$ cat src/rtl/alu_pkg.sv
// Shared constants for the ALU fetch/execute sequencer: ALU op-codes,
// instruction opcodes and the FSM state encoding.
package alu_pkg;

  localparam int DATA_WIDTH = 4;
  localparam int OP_WIDTH   = 2;
  localparam int ADDR_WIDTH = 4;

  localparam logic [1:0] ALU_ADD   = 2'b00;
  localparam logic [1:0] ALU_PASS0 = 2'b01;
  localparam logic [1:0] ALU_INC   = 2'b10;
  localparam logic [1:0] ALU_PASS1 = 2'b11;

  localparam logic [3:0] OPC_NOP  = 4'h0;
  localparam logic [3:0] OPC_LDI  = 4'h1;
  localparam logic [3:0] OPC_ADDI = 4'h2;
  localparam logic [3:0] OPC_INC  = 4'h3;
  localparam logic [3:0] OPC_STR  = 4'h4;
  localparam logic [3:0] OPC_LDR  = 4'h5;
  localparam logic [3:0] OPC_JMP  = 4'h6;
  localparam logic [3:0] OPC_JZ   = 4'h7;
  localparam logic [3:0] OPC_HLT  = 4'hF;

  typedef enum logic [1:0] {
    S_IDLE  = 2'b00,
    S_FETCH = 2'b01,
    S_EXEC  = 2'b10,
    S_HALT  = 2'b11
  } state_t;

endpackage

$ cat src/rtl/alu_decoder.sv
// Combinational instruction decoder: IR + FSM state to datapath controls.
// Everything is forced low outside EXEC so an async reset drops enables at once.
module alu_decoder
  import alu_pkg::*;
#(
  parameter int DATA_WIDTH = alu_pkg::DATA_WIDTH,
  parameter int OP_WIDTH   = alu_pkg::OP_WIDTH
) (
  input  logic [1:0]            state,
  input  logic [7:0]            ir,
  input  logic                  acc_zero,
  output logic [DATA_WIDTH-1:0] in0,
  output logic [OP_WIDTH-1:0]   op,
  output logic                  ce_acc,
  output logic                  ce_r0,
  output logic                  illegal,
  output logic                  jump_taken,
  output logic                  halt
);

  logic [DATA_WIDTH-1:0] imm;
  assign imm = DATA_WIDTH'(ir[3:0]);

  always_comb begin
    in0        = '0;
    op         = OP_WIDTH'(ALU_ADD);
    ce_acc     = 1'b0;
    ce_r0      = 1'b0;
    illegal    = 1'b0;
    jump_taken = 1'b0;
    halt       = 1'b0;
    if (state == S_EXEC) begin
      case (ir[7:4])
        OPC_NOP:  ;
        OPC_LDI:  begin in0 = imm; op = OP_WIDTH'(ALU_PASS0); ce_acc = 1'b1; end
        OPC_ADDI: begin in0 = imm; op = OP_WIDTH'(ALU_ADD);   ce_acc = 1'b1; end
        OPC_INC:  begin in0 = imm; op = OP_WIDTH'(ALU_INC);   ce_acc = 1'b1; end
        OPC_STR:  ce_r0 = 1'b1;
        OPC_LDR:  begin op = OP_WIDTH'(ALU_PASS1); ce_acc = 1'b1; end
        OPC_JMP:  jump_taken = 1'b1;
        OPC_JZ:   jump_taken = acc_zero;
        OPC_HLT:  halt = 1'b1;
        default:  illegal = 1'b1;
      endcase
    end
  end

endmodule

$ cat src/rtl/alu_sequencer.sv
// Fetch/execute controller for the 4-bit ALU + ACC + R0 datapath.
// Two cycles per instruction; register writes land on the EXEC->FETCH edge.
module alu_sequencer
  import alu_pkg::*;
#(
  parameter int DATA_WIDTH = alu_pkg::DATA_WIDTH,
  parameter int OP_WIDTH   = alu_pkg::OP_WIDTH,
  parameter int ADDR_WIDTH = alu_pkg::ADDR_WIDTH
) (
  input  logic                  CLK,
  input  logic                  RST,
  input  logic                  START,
  input  logic [7:0]            INSTR,
  input  logic [DATA_WIDTH-1:0] ACC_IN,
  output logic [ADDR_WIDTH-1:0] PC_OUT,
  output logic [DATA_WIDTH-1:0] IN0,
  output logic [OP_WIDTH-1:0]   OP,
  output logic                  CE_ACC,
  output logic                  CE_R0,
  output logic                  BUSY,
  output logic                  HALTED,
  output logic                  ILLEGAL
);

  state_t                state;
  logic [ADDR_WIDTH-1:0] pc;
  logic [7:0]            ir;
  logic                  busy;
  logic                  halted;
  logic                  jump_taken;
  logic                  halt;

  alu_decoder #(
    .DATA_WIDTH (DATA_WIDTH),
    .OP_WIDTH   (OP_WIDTH)
  ) u_decoder (
    .state      (state),
    .ir         (ir),
    .acc_zero   (ACC_IN == '0),
    .in0        (IN0),
    .op         (OP),
    .ce_acc     (CE_ACC),
    .ce_r0      (CE_R0),
    .illegal    (ILLEGAL),
    .jump_taken (jump_taken),
    .halt       (halt)
  );

  // BUSY/HALTED are separate flops so they never glitch on a state-bit change
  always_ff @(posedge CLK or posedge RST) begin
    if (RST) begin
      state  <= S_IDLE;
      pc     <= '0;
      ir     <= 8'h00;
      busy   <= 1'b0;
      halted <= 1'b0;
    end else begin
      case (state)
        S_IDLE, S_HALT: begin
          if (START) begin
            pc     <= '0;
            state  <= S_FETCH;
            busy   <= 1'b1;
            halted <= 1'b0;
          end
        end
        S_FETCH: begin
          ir    <= INSTR;
          state <= S_EXEC;
        end
        S_EXEC: begin
          if (halt) begin
            state  <= S_HALT;
            busy   <= 1'b0;
            halted <= 1'b1;
          end else begin
            state <= S_FETCH;
            if (jump_taken) pc <= ADDR_WIDTH'(ir[3:0]);
            else            pc <= pc + ADDR_WIDTH'(1);
          end
        end
        default: begin
          state  <= S_IDLE;
          busy   <= 1'b0;
          halted <= 1'b0;
        end
      endcase
    end
  end

  assign PC_OUT = pc;
  assign BUSY   = busy;
  assign HALTED = halted;

endmodule
$ cat config.mk
export PLATFORM = sky130hd
export DESIGN_NAME = alu_sequencer
export DESIGN_NICKNAME = d
export VERILOG_FILES = /design/src/rtl/alu_pkg.sv /design/src/rtl/alu_decoder.sv /design/src/rtl/alu_sequencer.sv
export SDC_FILE = /design/constraint.sdc
export NUM_CORES = 1
export LEC_CHECK = 0
export CAP_MARGIN = 10
export CORE_AREA = 4 4 55 57
export DETAILED_ROUTE_END_ITERATION = 16
export DIE_AREA = 0 0 59 61
export PLACE_DENSITY = 0.66
export SLEW_MARGIN = 20
export SYNTH_ARGS = -nofsm -noshare
export SYNTH_HDL_FRONTEND = slang
export SYNTH_HIERARCHICAL = 1
export SYNTH_SLANG_ARGS = --single-unit
$ cat constraint.sdc
create_clock -name CLK -period 2.4 [get_ports CLK]
set_input_delay 0.6 -clock CLK [delete_from_list [all_inputs] [get_ports CLK]]
set_output_delay 0.6 -clock CLK [all_outputs]
set_load 0.01 [all_outputs]
==> Yosys cells after proc, flatten, opt, wreduce, memory -nomap -nowiden <==
Cells that the tools add are included.
{ "word_totals": {"regBits": 16, "in_bits": 15, "output_inout_bits": 15, "elab_cells": 57} }
{ "op_classes": {"n_addsub": 1, "eq_ne": 14, "n_mux": 27, "n_reduce_logical": 10} }
{ "ops": {"columns": ["cell", "count"], "rows": [
  ["$mux W4", 5],
  ["$eq A4 B3 Y1 const B", 4],
  ["$mux W1", 13],
  ["$pmux W2 S3", 2],
  ["$reduce_or A9 Y1", 1],
  ["$eq A4 B2 Y1 const B", 2],
  ["$logic_not A4 Y1", 2],
  ["$pmux W4 S2", 1],
  ["$mux W2", 3],
  ["$ne A2 B2 Y1 const B", 3],
  ["$pmux W1 S2", 3],
  ["$reduce_and A3 Y1", 2],
  ["$add A4 B1 Y4 const B", 1],
  ["$eq A2 B2 Y1 const B", 2],
  ["$eq A4 B1 Y1 const B", 1],
  ["$eq A4 B4 Y1 const B", 1],
  ["$reduce_or A4 Y1", 1],
  ["$reduce_or A3 Y1", 1],
  ["$eq A2 B1 Y1 const B", 1],
  ["$logic_not A2 Y1", 1],
  ["$reduce_bool A2 Y1", 1],
  ["$reduce_or A2 Y1", 1]
]} }

==> Depth between registers and ports, before layout <==
{ "depth": {"depth_word": 6, "mapped_depth": 7, "mapped_depth_nobuf": 6} }

==> Cells and area by module <==
The synthesis kept the hierarchy.
{ "modules_own_cells": {"columns": ["mod", "instances", "cells_each", "area_each_um2", "seq_area_each_um2"], "rows": [
  ["alu_sequencer", 1, 68, 777.0, 400.4],
  ["alu_decoder", 1, 20, 191.4, 0.0]
]} }

==> Least setup slack after synthesis <==
OpenSTA, ideal clock, no wires.
{ "synth_timing": {"path_type": "flip-flop to flip-flop", "startpoint": "register state[0]", "endpoint": "register pc[1] (netlist: PC_OUT[1])", "setup_time_ps": 125, "arrival_time_ps": 1718, "path_slack_ps": 557, "path_stages_with_launch": 8, "cell_sequence": "dfrtp_1 > or3b_1 > buf_6 > nor3_1 > buf_2 > mux2i_1 > nor2b_1 > mux2_4"} }
{ "synth_via": {"elab_chain_len": 5, "word_cells_on_any_way": 13, "cone_classes": "4 x eq/ne; 5 x mux; 4 x reduce/logical"} }
{ "synth_lines": {"columns": ["element", "line_no", "rtl"], "rows": [
  ["from (decl)", "alu_sequencer.sv:25", "state_t state;"],
  ["from (signal assigned)", "alu_sequencer.sv:52", "state <= S_IDLE;"],
  ["from (signal assigned)", "alu_sequencer.sv:62", "state <= S_FETCH;"],
  ["from (signal assigned)", "alu_sequencer.sv:69", "state <= S_EXEC;"],
  ["$eq A2 B2 Y1", "alu_decoder.sv:32", "if (state == S_EXEC) begin"],
  ["$mux W1", "alu_decoder.sv:32", null],
  ["net jump_taken", "alu_sequencer.sv:30", "logic jump_taken;"],
  ["$mux W4", "alu_sequencer.sv:78", "if (jump_taken) pc <= ADDR_WIDTH'(ir[3:0]);"],
  ["$mux W4", "alu_sequencer.sv:72", "if (halt) begin"],
  ["$pmux W4 S2", "alu_sequencer.sv:58", "case (state)"],
  ["to (signal assigned)", "alu_sequencer.sv:78", null],
  ["to (signal assigned)", "alu_sequencer.sv:79", "else pc <= pc + ADDR_WIDTH'(1);"],
  ["to (decl)", "alu_sequencer.sv:26", "logic [ADDR_WIDTH-1:0] pc;"]
]} }
The timed path passes the listed nets, and every way through them passes these cells. The select of a mux whose other input is x is not followed.
A chain may end at the register's enable or synchronous reset.

==> Worst setup path in the final report <==
{ "layout_timing": {"startpoint": "register ir[7]", "endpoint": "output port IN0[0]"} }
{ "layout_via": {"elab_chain_len": 4, "word_cells_on_any_way": 6, "cone_classes": "3 x eq/ne; 2 x mux; 1 x reduce/logical"} }
{ "layout_lines": {"columns": ["element", "line_no", "rtl"], "rows": [
  ["from (decl)", "alu_sequencer.sv:27", "logic [7:0] ir;"],
  ["from (signal assigned)", "alu_sequencer.sv:54", "ir <= 8'h00;"],
  ["from (signal assigned)", "alu_sequencer.sv:68", "ir <= INSTR;"],
  ["$eq A4 B1 Y1 or $eq A4 B2 Y1 (tied branches)", "alu_decoder.sv:33", "case (ir[7:4])"],
  ["$reduce_or A3 Y1 (no line) (*)", null, null],
  ["$mux W4 (*)", "alu_decoder.sv:33", null],
  ["$mux W4 (*)", "alu_decoder.sv:32", null],
  ["to (decl)", "alu_sequencer.sv:16", "output logic [DATA_WIDTH-1:0] IN0,"]
]} }
Every way passes the cells marked *; elsewhere a longest branch is shown, timed or not.

==> impl_metrics.ini <==
[clock_tree]
cts.clk_slew.worst_paths_ps = 100
cts_hold_buffers = 0
cts-root-buf = clkbuf_4
cts_buffers = 3
clock-sinks = 16
htreeDepth = 1
insertion_delay_ps = 280
tritoncts = yes
cts_buffer_depth = 2

[placed_design]
place.port_buffers = 29
dp.cells = 147
gp_congestion = 0.751
post-place-ws_ps = -10.7
dp_hpwl_mm = 1.64

[finish]
antenna_cells = 0
layout_common_cells = clkdlybuf4s50_1, dfrtp_1, mux2_2
final_cells = 150
syn_to_final_growth_pct = 36.0
fin_nets = 140
layout_commonest_cell = clkdlybuf4s50_1
layout-drive-gt1-share = 0.217

[worst_hold_path]
worstHoldStart = BUSY
whs_endpoint = BUSY
hold_path.class = reg -> reg
holdPathStages = 1

[pwr]
ir_drop_v = 0.000630
pwr_density_cell_mw_per_mm2 = 953
p_leak_nw = 0.543
finalPower_mw = 1.26

[sta]
fin_tns_setup_ps = 0
fin_hold_ws_ps = 527
fin_skew_ps = 7.85
finalCriticalPeriod_ps = 2310
finalWorstSetupSlack_ps = 89.5
setup_violations = 0
grt_setup_unrepaired = false
hold_violations = 0
clock.fmax_mhz = 433
slew_viol_final = 0
post-route-period-util = 0.963
tightest_slew_ps = 614
relSlewSlack = 0.590

[logic_synthesis]
async_flop_share = 1.00
synth_nets = 106
syn_area_um2 = 968
ys_ff_latch = 16
synth_cell_types = 33
synth-edff-count = 0
syn_area_per_cell_um2 = 11.0
synth_top_flop_cell = dfrtp_1
synth_cells = 88
ys_seq_area_frac = 0.413
ys.warnings.count = 6

[worst_setup_path]
setup.worst_path.end_class = output pin
max_stage_delay_ps = 490
slowest_stage = or3b_4
critPathMaxFanout = 9
start_kind = register
reg2reg_from = ir[7]
worstPathArrival_ps = 1710
path_class = reg -> out
worstPathCellList = or3b_4, nor4b_2, dlygate4sd2_1
crit_required_ps = 1800
rrSetupSlack_ps = 530
r2r-end = PC_OUT[1]
worst_r2r_path_depth = 5

[floorplanning]
dieHeight_um = 61
core_mm2 = 0.00248
die_x_um = 59
row_count = 18
initial_core_util = 0.391
dieArea_mm2 = 0.00360
pin_count = 30

[global_routing]
globalRoute.totalOverflow = 0
grt_max_degree = 17
grt_antenna_before_repair = 0
grt_pass1_wl_mm = 3.49
grt_pass1_vias = 745
grt.total_usage = 0.130

[run]
cap_viol_max_count = 0

[routing]
drc = 0
vias_per_cell = 5.07
wire_per_inst_um = 14.1
dr.pass1.iters = 4
routed-via-count = 760
wl_mm = 2.12
final_antenna_net_count = 0
drt-initial-drc-count = 27

[status]
status = finished clean
[repair_timing]
action,CTS,global route
pin swaps,0,0
endpoints found under the hold margin,0,0
buffers inserted,0,0
endpoints found under the setup margin,8,2
resized for setup,9,2
[critical path, delay by kind of cell (launching register included)]
family        cells  cell delay [ps]
simple gates      2              740
flops             1              400
buf+inv           1              300
[cell families after synthesis]
group | synth area share
buffers and inverters | 0.0504
and+or+nand+nor | 0.249
xor gates and xnor gates | 0.0181
DFF | 0.413
AOI/OAI and AO/OA | 0.0904
muxes | 0.140
adders and majority gates | 0.0388
[cell usage after synthesis (all sizes together), types with 2 or more instances]
master | count | share of area
a21oi | 5 | 0.026
buf | 4 | 0.027
dfrtp | 16 | 0.41
ha | 3 | 0.039
inv | 6 | 0.023
mux2 | 9 | 0.11
mux2i | 3 | 0.031
nand2 | 7 | 0.027
nand2b | 2 | 0.016
nand3 | 2 | 0.010
nor2 | 4 | 0.015
nor2b | 4 | 0.026
nor3b | 3 | 0.034
nor4b | 5 | 0.087
o22ai | 2 | 0.013
[metal layers]
metal,vias to the layer above,routed length [um],GRT usage
met5,-,0,0
met4,0,26,0.0388
met3,2,111,0.0319
met2,17,1070,0.224
met1,360,911,0.160
li1,381,-,-
[where the power goes]
group          total, mW  internal [mW]  switching (mW)
Clock              0.141         0.0582          0.0825
Sequential         0.493          0.367           0.126
Combinational      0.622          0.339           0.283
[area by class of cell]
cell class	instances	area, um^2
Sequential cell	16	400
Inverter	6	22.5
Fill cell	231	1160
Timing Repair Buffer	33	313
Clock buffer	3	22.5
Multi-Input combinational cell	62	522
Tap cell	30	37.5
[registers in the layout, summed over array words and instances (netlist names)]
signal and cells:
state 2, HALTED 1, ir 8, PC_OUT 4, BUSY 1
[worst max path at each step]
stage               startpoint   endpoint  slack, ps  cells after the start
CTS                      ir[7]      CE_R0         90                      3
finish                   ir[7]     IN0[0]         90                      3
global route             ir[7]     IN0[2]          9                      3
floorplan             state[0]  PC_OUT[1]        560                      7
detailed placement       ir[7]     IN0[2]        -10                      3
global placement         ir[7]      CE_R0         10                      3
[metrics by stage]
step                 util  instance area (um^2)
finish              0.532                  1320
global route        0.532                  1320
CTS                 0.531                  1320
detailed placement  0.525                  1300
global placement    0.525                  1300
floorplan               -                   968
(Power assumes the default switching activity.)
